File: src/rtl/fir_axilite_slave.sv
// AXI-Lite configuration responder for the FIR engine: ap_ctrl, data_length and
// coefficient access to the tap BRAM, which is handed to the engine while it runs.
module fir_axilite_slave #(
    parameter int pADDR_WIDTH = 12,
    parameter int pDATA_WIDTH = 32,
    parameter int Tape_Num    = 11
) (
    input  logic                   axis_clk,
    input  logic                   axis_rst_n,
    input  logic                   awvalid,
    input  logic [pADDR_WIDTH-1:0] awaddr,
    output logic                   awready,
    input  logic                   wvalid,
    input  logic [pDATA_WIDTH-1:0] wdata,
    output logic                   wready,
    input  logic                   arvalid,
    input  logic [pADDR_WIDTH-1:0] araddr,
    output logic                   arready,
    output logic                   rvalid,
    input  logic                   rready,
    output logic [pDATA_WIDTH-1:0] rdata,
    output logic [3:0]             tap_WE,
    output logic                   tap_EN,
    output logic [pDATA_WIDTH-1:0] tap_Di,
    output logic [pADDR_WIDTH-1:0] tap_A,
    input  logic [pDATA_WIDTH-1:0] tap_Do,
    input  logic [pADDR_WIDTH-1:0] eng_tap_A,
    output logic                   ap_start_o,
    output logic [pDATA_WIDTH-1:0] data_length_o,
    input  logic                   eng_done_i
);

    typedef enum logic [2:0] {S_IDLE, S_WR, S_RA, S_RW, S_RD} state_t;

    localparam logic [pADDR_WIDTH-1:0] ADDR_CTRL = '0;
    localparam logic [pADDR_WIDTH-1:0] ADDR_LEN  = pADDR_WIDTH'(16);
    localparam logic [pADDR_WIDTH-1:0] ADDR_TAP0 = pADDR_WIDTH'(32);
    localparam logic [pADDR_WIDTH-1:0] ADDR_TAPN = pADDR_WIDTH'(32 + 4 * (Tape_Num - 1));

    function automatic logic f_is_tap(input logic [pADDR_WIDTH-1:0] a);
        return (a >= ADDR_TAP0) && (a <= ADDR_TAPN) && (a[1:0] == 2'b00);
    endfunction

    state_t                   r_state;
    state_t                   w_next;
    logic                     r_ap_idle;
    logic                     r_ap_done;
    logic [pDATA_WIDTH-1:0]   r_data_length;
    logic [pADDR_WIDTH-1:0]   r_araddr;
    logic                     r_rd_idle;
    logic                     r_snap_done;
    logic [pDATA_WIDTH-1:0]   r_rdata;
    logic [pDATA_WIDTH-1:0]   w_ctrl_rd;
    logic                     w_start;
    logic                     w_len_wr;
    logic                     w_ctrl_clr;

    assign w_start    = (r_state == S_WR) && (awaddr == ADDR_CTRL) && wdata[0] && r_ap_idle;
    assign w_len_wr   = (r_state == S_WR) && (awaddr == ADDR_LEN) && r_ap_idle;
    assign w_ctrl_clr = (r_state == S_RD) && rready && (r_araddr == ADDR_CTRL) && r_snap_done;

    assign rdata         = r_rdata;
    assign data_length_o = r_data_length;

    always_ff @(posedge axis_clk or negedge axis_rst_n) begin
        if (!axis_rst_n) begin
            r_state <= S_IDLE;
        end else begin
            r_state <= w_next;
        end
    end

    // While busy the engine owns the BRAM; otherwise only WR/RA touch it.
    always_comb begin
        w_next     = r_state;
        awready    = 1'b0;
        wready     = 1'b0;
        arready    = 1'b0;
        rvalid     = 1'b0;
        ap_start_o = w_start;
        tap_EN     = 1'b0;
        tap_WE     = 4'h0;
        tap_Di     = '0;
        tap_A      = '0;
        case (r_state)
            S_IDLE: begin
                if (awvalid && wvalid) begin
                    w_next = S_WR;
                end else if (arvalid) begin
                    w_next = S_RA;
                end
            end
            S_WR: begin
                awready = 1'b1;
                wready  = 1'b1;
                w_next  = S_IDLE;
                if (r_ap_idle && f_is_tap(awaddr)) begin
                    tap_EN = 1'b1;
                    tap_WE = 4'hF;
                    tap_Di = wdata;
                    tap_A  = awaddr - ADDR_TAP0;
                end
            end
            S_RA: begin
                arready = 1'b1;
                w_next  = S_RW;
                if (r_ap_idle && f_is_tap(araddr)) begin
                    tap_EN = 1'b1;
                    tap_A  = araddr - ADDR_TAP0;
                end
            end
            S_RW: begin
                w_next = S_RD;
            end
            S_RD: begin
                rvalid = 1'b1;
                if (rready) begin
                    w_next = S_IDLE;
                end
            end
            default: begin
                w_next = S_IDLE;
            end
        endcase
        if (!r_ap_idle) begin
            tap_EN = 1'b1;
            tap_WE = 4'h0;
            tap_Di = '0;
            tap_A  = eng_tap_A;
        end
    end

    always_comb begin
        w_ctrl_rd    = '0;
        w_ctrl_rd[1] = r_snap_done;
        w_ctrl_rd[2] = r_rd_idle;
    end

    // A done pulse must win over the clear-on-read so no completion is lost.
    always_ff @(posedge axis_clk or negedge axis_rst_n) begin
        if (!axis_rst_n) begin
            r_ap_idle     <= 1'b1;
            r_ap_done     <= 1'b0;
            r_data_length <= '0;
        end else begin
            if (eng_done_i) begin
                r_ap_done <= 1'b1;
                r_ap_idle <= 1'b1;
            end else if (w_start) begin
                r_ap_done <= 1'b0;
                r_ap_idle <= 1'b0;
            end else if (w_ctrl_clr) begin
                r_ap_done <= 1'b0;
            end
            if (w_len_wr) begin
                r_data_length <= wdata;
            end
        end
    end

    // Status and busy state are frozen at the address phase; data is muxed in RW.
    always_ff @(posedge axis_clk or negedge axis_rst_n) begin
        if (!axis_rst_n) begin
            r_araddr    <= '0;
            r_rd_idle   <= 1'b0;
            r_snap_done <= 1'b0;
            r_rdata     <= '0;
        end else begin
            if (r_state == S_RA) begin
                r_araddr    <= araddr;
                r_rd_idle   <= r_ap_idle;
                r_snap_done <= r_ap_done;
            end
            if (r_state == S_RW) begin
                if (r_araddr == ADDR_CTRL) begin
                    r_rdata <= w_ctrl_rd;
                end else if (r_araddr == ADDR_LEN) begin
                    r_rdata <= r_data_length;
                end else if (f_is_tap(r_araddr)) begin
                    r_rdata <= r_rd_idle ? tap_Do : '1;
                end else begin
                    r_rdata <= '0;
                end
            end
        end
    end

endmodule

File: config.mk
export PLATFORM = sky130hd
export DESIGN_NAME = fir_axilite_slave
export DESIGN_NICKNAME = d
export VERILOG_FILES = /design/src/rtl/fir_axilite_slave.sv
export SDC_FILE = /design/constraint.sdc
export NUM_CORES = 1
export LEC_CHECK = 0
export BUFFER_PORTS_ARGS = -buffer_cell sky130_fd_sc_hd__buf_2
export CAP_MARGIN = 20
export CORE_MARGIN = 2
export CORE_UTILIZATION = 33
export DETAILED_ROUTE_END_ITERATION = 7
export SYNTH_ARGS = -nofsm -noshare
export SYNTH_HDL_FRONTEND = slang
export SYNTH_SLANG_ARGS = --single-unit
File: constraint.sdc
create_clock -name axis_clk -period 2.4 [get_ports axis_clk]
set_input_delay 0.12 -clock axis_clk [delete_from_list [all_inputs] [get_ports axis_clk]]
set_output_delay 0.12 -clock axis_clk [all_outputs]
set_load 0.005 [all_outputs]
# Word level (Yosys, flattened, before mapping)
# Cells that the tools add are included.
totals:
  input_bits: 107
  word_cells: 80
  out_inout_bits: 118
  ff_bits: 83
classes:
  order_cmp: 6
  n_reduce_logical: 26
  eq_ne: 8
  n_mux: 30
  add_sub_neg: 2
op_table:
  columns: ["operator", "count"]
  rows:
  - ["32-bit two-way mux", 7]
  - ["12-bit by 6-bit >= comparator with 1-bit output, second input constant", 3]
  - ["12-bit by 7-bit <= comparator with 1-bit output, second input constant", 3]
  - ["12-bit two-way mux", 3]
  - ["12-bit by 5-bit == test with 1-bit output, second input constant", 2]
  - ["12-bit zero test", 2]
  - ["12-bit case mux with 2 select lines", 1]
  - ["12-bit by 6-bit subtractor with 12-bit output, second input constant", 2]
  - ["1-bit logical AND", 17]
  - ["4-bit two-way mux", 3]
  - ["3-bit case mux with 4 select lines", 1]
  - ["1-bit two-way mux", 11]
  - ["3-bit two-way mux", 3]
  - ["3-bit by 2-bit == test with 1-bit output, second input constant", 2]
  - ["2-bit zero test", 3]
  - ["3-bit by 1-bit == test with 1-bit output, second input constant", 1]
  - ["3-bit == test, second input constant", 1]
  - ["3-bit zero test", 1]
  - ["3-bit != test, second input constant", 1]
  - ["3-bit nonzero test", 1]
  - ["2-bit != test, second input constant", 1]
  - ["1-bit case mux with 2 select lines", 1]
  - ["2-bit AND reduction", 1]
  - ["2-bit nonzero test", 1]

# Logic depth before layout (Yosys ltp)
# Gate-level depths: netlist (run 1).
depth:
  depth_word: 7
  depth_mapped: 8
  mapped_depth_nobuf: 7

# Worst setup path before layout (run 1)
# OpenSTA, ideal clock, no wires.
synth_path:
  path_type: "register to register"
  from: "register r_state[2]"
  to: "register r_data_length[10] (netlist: data_length_o[10])"
  required_ns: 2.275
  path_buffers: 1
  period_less_slack_ns: 1.921
  setup_time_ns: 0.125
  arrival_ns: 1.796
  setup_slack_ns: 0.479
  path_stages_with_launch: 6
  cell_sequence: "dfrtp_1 > nor3b_4 > nand4_2 > nor4b_4 > buf_6 > mux2_2"
synth_via:
  elab_chain_cells: 3
synth_lines:
  columns: ["element", "line", "text"]
  rows:
  - ["start, declared", "44", "state_t r_state;"]
  - ["start signal, assigned", "69", "r_state <= w_next;"]
  - ["3-bit by 1-bit == test with 1-bit output", "59", "assign w_len_wr = (r_state == S_WR) && (awaddr == ADDR_LEN) && r_ap_idle;"]
  - ["1-bit logical AND (2 in series)", "59", null]
  - ["end signal, assigned", "156", "r_data_length <= wdata;"]
  - ["end, declared", "48", "logic [pDATA_WIDTH-1:0] r_data_length;"]
# Every way passes these cells.
# A chain may end at the register's enable or synchronous reset.

# Worst setup path in the final report (run 1)
layout_path:
  from: "register r_state[2]"
  to: "output tap_A[9]"
layout_via:
  elab_chain_cells: 3
  word_cells_on_any_way: 4
  classes_between: "eq/ne: 2; mux: 2"
layout_lines:
  columns: ["element", "line", "text"]
  rows:
  - ["3-bit by 2-bit == test with 1-bit output / 3-bit by 1-bit == test with 1-bit output (equally long branches)", "85", "case (r_state)"]
  - ["12-bit case mux with 2 select lines *", "85", null]
  - ["12-bit two-way mux *", "125", "if (!r_ap_idle) begin"]
  - ["end, declared", "25", "output logic [pADDR_WIDTH-1:0] tap_A,"]
# Mark *: on every way between the ends. The rest lies on a longest branch, timed or not.

==> results of run 1 <==
[through the flow]
step / total power, uW / area (um2)
2_1_floorplan: 2310 / 4410
3_3_place_gp: 2670 / 5690
3_5_place_dp: 2700 / 5690
4_1_cts: 4100 / 6010
5_1_grt: 4290 / 6030
6_report: 4060 / 6030
[synthesized netlist by cell type (all sizes together), types with 3 or more instances]
| cell | n |
|---|---|
| mux2 | 43 |
| nor4 | 4 |
| nor2 | 4 |
| nand3 | 5 |
| clkbuf | 10 |
| buf | 17 |
| nor3 | 7 |
| o21ai | 8 |
| inv | 17 |
| a221o | 31 |
| nor3b | 4 |
| o221ai | 9 |
| ha | 4 |
| xor2 | 3 |
| and2 | 63 |
| nand2b | 34 |
| or4 | 3 |
| dfrtp | 82 |
| a32oi | 3 |
| or3 | 3 |
| nand2 | 16 |
[registers in the layout, summed over array words and instances (netlist names)]
| signal | cells |
|---|---|
| data_length_o | 32 |
| r_ap_done | 1 |
| r_ap_idle | 1 |
| r_araddr | 12 |
| r_rd_idle | 1 |
| r_snap_done | 1 |
| r_state | 3 |
| rdata | 32 |
[routing by layer]
layer	wire length (um)	share of wire, %	track usage [%]
met5	0	0	0
met1	5570	44	22.9
met3	780	6.2	3.90
met4	152	1.2	3.97
met2	6020	48	28.7
[kinds of logic after synthesis]
| family | after synthesis | synth area share, % |
|---|---|---|
| adders and majority gates | 4 | 1.13 |
| buffers and inverters | 45 | 5.73 |
| DFF | 83 | 47.1 |
| xor gates and xnor gates | 3 | 0.596 |
| and+or+nand+nor | 151 | 21.8 |
| AOI/OAI and AO/OA | 63 | 12.4 |
| muxes | 44 | 11.2 |
[cell type report]
| cell class | count | area (um2) | share of cell area [%] |
|---|---|---|---|
| Multi-Input combinational cell | 265 | 2090 | 34.7 |
| Sequential cell | 83 | 2080 | 34.5 |
| Timing Repair Buffer | 239 | 1270 | 21.1 |
| Clock buffer | 12 | 246 | 4.09 |
| Tap cell | 176 | 220 | 3.65 |
| Inverter | 18 | 67.6 | 1.12 |
| Clock inverter | 4 | 50.0 | 0.830 |
| Antenna cell | 2 | 5.00 | 0.0830 |
[timing repair]
| action | 4_1_cts | 5_1_grt |
|---|---|---|
| setup endpoints to repair | 32 | 35 |
| hold endpoints to repair | 75 | 0 |
| setup buffers | 0 | 1 |
| hold buffers | 2 | 0 |
| gates resized for setup | 1 | 5 |
| pin swaps | 0 | 0 |
[power groups by stage]
stage / clock [uW] / combinational [uW] / sequential, uW
after global routing: 1470 / 1080 / 1740
after floorplan: 0 / 605 / 1700
final: 1360 / 975 / 1720
after detailed placement: 0 / 967 / 1740
after CTS: 1420 / 974 / 1710
after global placement: 0 / 947 / 1720
[worst paths after layout]
kind                                           from                       endpoint  slack [ns]  depth (start not counted)
setup reg to reg           r_araddr[10]$_DFFE_PN0P_          rdata[11]$_DFFE_PN0P_        0.35                          5
max in group asynchronous                axis_rst_n        r_araddr[4]$_DFFE_PN0P_        1.20                          3
hold reg to reg             r_araddr[1]$_DFFE_PN0P_        r_araddr[1]$_DFFE_PN0P_        0.51                          1
hold / removal                             wdata[6]   data_length_o[6]$_DFFE_PN0P_        0.03                          2
min in group asynchronous                axis_rst_n  data_length_o[15]$_DFFE_PN0P_        0.49                          2
setup / recovery             r_state[2]$_DFFE_PN0P_                       tap_A[9]        0.15                          5
==> results_dict.tcl, run 1 <==
set metrics [dict create \
    synth-seq-cells 83 \
    slew_viol_final 0 \
    finalHoldWorstSlack_ns 0.0265 \
    htree_levels 3 \
    max_stage_delay_ns 0.60 \
    cts_root_buf "clkbuf_16" \
    slowest_stage "or4_4" \
    hpwlAfterDp_um 9310 \
    track_usage_pct 17.2 \
    rsz0062_at_grt "no" \
    ys.flop_type "dfrtp_1" \
    viasPerCell 4.88 \
    nNetsFinal 727 \
    grt_pass1_wl_um 19700 \
    arrival_ns 2.13 \
    hold_viol 0 \
    syn_nets 504 \
    worst_pin_slew_ns 0.961 \
    post-place-cells 778 \
    synth.distinct_cells 53 \
    gp_congestion 0.857 \
    hold_path_class "input pin to register" \
    ys_async_sr_fraction_pct 100 \
    setup_ws_ns 0.148 \
    clockBufferDepth 2 \
    pre_cts_ws_ns 0.317 \
    synth_area_um2 4410 \
    place.port_buffers 224 \
    n_fill_cell 1268 \
    synthTopCellsByArea "dfrtp_1 (47%), mux2_2 (11%), and2_1 (8.9%)" \
    synth_edf_count 0 \
    p_clk_share_pct 33.6 \
    initial_core_util_pct 33.6 \
    postSynthCellCount 393 \
    first_pass_iters 4 \
    fin_setup_tns_ns 0 \
    syn_area_per_cell_um2 11.2 \
    ant_nets 0 \
    ys_warn_count 0 \
    drtIter0Drc 183 \
    rows 42 \
    skew_ns 0.00669 \
    grt_pass1_vias 3812 \
    final_common_cell "buf_2" \
    syn_to_final_growth_pct 36.7 \
    cap_viol_max_count 0 \
    fin_crit_sh_pct 93.8 \
    end_kind "output port" \
    seq_area_frac_synth_pct 47.1 \
    vdd_drop_max_v 0.000379 \
    yosysTopAreaCellShare_pct 46.5 \
    routedWlPerCell_um 15.7 \
    max-slew-margin-rel_pct 35.9 \
    synth_top_cell_by_area "dfrtp_1" \
    cts_buffers 9 \
    die_w_um 120 \
    io_pins 225 \
    drive_above_1_share_pct 49.6 \
    cts_tree "done" \
    finalCriticalPeriod_ns 2.25 \
    die_h_um 120 \
    drc 0 \
    p_seq_share_pct 42.4 \
    p_sw_uw 1200 \
    grt_start_max_net_pins 76 \
    antenna_found_initial 1 \
    leakage_uw 0.00333 \
    fin_cells 799 \
    crit_buf_inv 1 \
    p_int_uw 2860 \
    fmax_mhz 444 \
    p_per_area_nw_per_um2 673 \
    vias 3897 \
    worstPathRequired_ns 2.28 \
    layout_common_cells "buf_2 (223), dfrtp_1 (80), and2_1 (63)" \
    wl_um 12500 \
    critPathKind "register to output port" \
    crit_path_max_fanout 11 \
    clock-sinks 83 \
    fin_util_pct 45.9 \
    sw_frac_of_total_pct 29.6 \
    dieArea_um2 14300 \
    clk_latency_ns 0.33 \
    crit_family "simple AND/OR/NAND/NOR gates" \
    comb_power_share_pct 24.0 \
    setup_violations 0 \
    cts.clk_slew.worst_paths_ns 0.06 \
    status "completed" \
    start_kind "register" \
    gr-total-overflow 0 \
    cp_cell_sequence "nor3b_4, nand3_2, or4_4, o221ai_1, buf_2" \
    coreArea_um2 13100 \
]
No activity file was read; power rests on OpenSTA's default activity.
==> run 2, diff against run 1 <==
CTS_BUF_LIST = sky130_fd_sc_hd__clkbuf_8   (was not set)
==> run 2 against run 1 <==
Total power shrank 8.2%. Register-to-register slack is essentially flat. Hold slack gained 0.0083 ns. Non-clock buffer count grew 30. Clock power shrank 27%. Utilization grew 1.6 points. Combinational power grew 5%. Largest power group unchanged.
==> results_dict.tcl, run 2 (synthesized netlist as in run 1, its figures left out) <==
set metrics [dict create \
    status "completed" \
    vias 4014 \
    worstPathRequired_ns 2.28 \
    syn_to_final_growth_pct 41.4 \
    start_kind "input pin" \
    drive_above_1_share_pct 47.6 \
    vdd_drop_max_v 0.000419 \
    viasPerCell 4.85 \
    rows 42 \
    die_h_um 120 \
    cts.clk_slew.worst_paths_ns 0.08 \
    gr-total-overflow 0 \
    p_clk_share_pct 26.6 \
    drtIter0Drc 190 \
    place_area_um2 5690 \
    hpwlAfterDp_um 9310 \
    first_pass_iters 4 \
    ant_nets 0 \
    dieArea_um2 14300 \
    nNetsFinal 757 \
    p_seq_share_pct 46.2 \
    max-slew-margin-rel_pct 36.2 \
    slew_viol_final 0 \
    coreArea_um2 13100 \
    p_int_uw 2550 \
    fmax_mhz 427 \
    io_pins 225 \
    comb_power_share_pct 27.3 \
    skew_ns 0.00690 \
    final_common_cell "buf_2" \
    leakage_uw 0.00342 \
    die_w_um 120 \
    grt_pass1_wl_um 20400 \
    critPathKind "input pin to output port" \
    clock-sinks 83 \
    fin_cells 828 \
    sw_frac_of_total_pct 31.4 \
    antenna_found_initial 1 \
    cts_buffers 9 \
    grt_start_max_net_pins 76 \
    end_kind "output port" \
    setup_violations 0 \
    wl_um 13000 \
    cts_root_buf "clkbuf_8" \
    clockBufferDepth 2 \
    rsz0062_at_grt "no" \
    track_usage_pct 17.8 \
    gp_congestion 0.857 \
    post-place-cells 778 \
    finalCriticalPeriod_ns 2.34 \
    clk_latency_ns 0.34 \
    layout_common_cells "buf_2 (223), dfrtp_1 (79), and2_1 (63)" \
    grt_pass1_vias 3998 \
    drc 0 \
    htree_levels 3 \
    p_per_area_nw_per_um2 597 \
    place.port_buffers 224 \
    n_fill_cell 1246 \
    worst_pin_slew_ns 0.957 \
    cts_tree "done" \
    fin_area_um2 6240 \
    fin_setup_tns_ns 0 \
    routedWlPerCell_um 15.7 \
    crit_path_max_fanout 11 \
    p_sw_uw 1170 \
    fin_crit_sh_pct 97.5 \
    initial_core_util_pct 33.6 \
    cap_viol_max_count 0 \
    arrival_ns 2.22 \
    hold_path_class "input pin to register" \
    hold_viol 0 \
]
[run 2: cell count changes in the layout (fill, tap and decap cells not counted)]
cell           delta
clkbuf_16         -9
o221ai_1          -1
and4_4            +1
clkbuf_8          +9
dfrtp_2           +1
and4_2            -1
inv_1             +2
dfrtp_1           -1
dlygate4sd3_1    +30
clkbuf_1          -2
diode_2           -1
o221ai_2          +1
[run 2: through the flow]
step | hold slack [ns] | total power [uW] | worst slack, ns | util (%)
after floorplan | -0.176 | 2310 | 0.479 | -
after global placement | 0.331 | 2670 | 0.347 | 43.3
after detailed placement | 0.336 | 2700 | 0.317 | 43.3
after CTS | 0.00345 | 3760 | 0.0265 | 47.2
after global routing | 0.00472 | 3960 | 0.00283 | 47.5
final | 0.0348 | 3730 | 0.0589 | 47.5
[run 2: routing by layer]
layer	vias to the layer above	wire [um]	GRT usage [%]
met2	151	6310	30.1
met4	0	161	4.19
met5	-	0	0
li1	1910	-	-
met1	1939	5750	23.4
met3	14	747	3.90
[run 2: cell type report]
| type | count | area (um2) | share of cell area, % |
|---|---|---|---|
| repair buffers | 269 | 1570 | 25.2 |
| clock inverters | 6 | 57.6 | 0.923 |
| flip-flops and latches | 83 | 2080 | 33.4 |
| multi-input cells | 265 | 2100 | 33.7 |
| well taps | 176 | 220 | 3.53 |
| diodes | 1 | 2.50 | 0.0401 |
| inverters | 18 | 67.6 | 1.08 |
| clock buffers | 10 | 138 | 2.21 |
[run 2: power groups by stage]
stage / clock network, uW / logic, uW / registers [uW]
2_1_floorplan: 0 / 605 / 1700
3_3_place_gp: 0 / 947 / 1720
3_5_place_dp: 0 / 967 / 1740
4_1_cts: 1040 / 1010 / 1710
5_1_grt: 1100 / 1130 / 1740
6_report: 989 / 1020 / 1720
[run 2: timing repair]
item                                   in CTS  in global routing
setup endpoints to repair                  32                 40
cloned                                      0                  0
pin swaps                                   0                  1
endpoints found under the hold margin     105                  0
gates resized for setup                     1                  8
setup buffers                               0                  1
hold buffers                               32                  0
[run 2: worst paths after layout]
path,startpoint,endpoint,slack (ns),cells past startpoint
max,araddr[0],tap_A[9],0.06,6
min,wdata[5],data_length_o[5]$_DFFE_PN0P_,0.03,2
max reg2reg,r_araddr[10]$_DFFE_PN0P_,rdata[11]$_DFFE_PN0P_,0.36,5
min reg2reg,r_araddr[1]$_DFFE_PN0P_,r_araddr[1]$_DFFE_PN0P_,0.52,1
max in group asynchronous,axis_rst_n,r_araddr[4]$_DFFE_PN0P_,1.22,3
min in group asynchronous,axis_rst_n,data_length_o[15]$_DFFE_PN0P_,0.47,2
[run 2: worst max-delay path: stages]
cell and delay, ns:
dlygate4sd3_1 0.53, buf_2 0.12, or4_1 0.52, or4_4 0.58, o221ai_1 0.20, buf_2 0.15
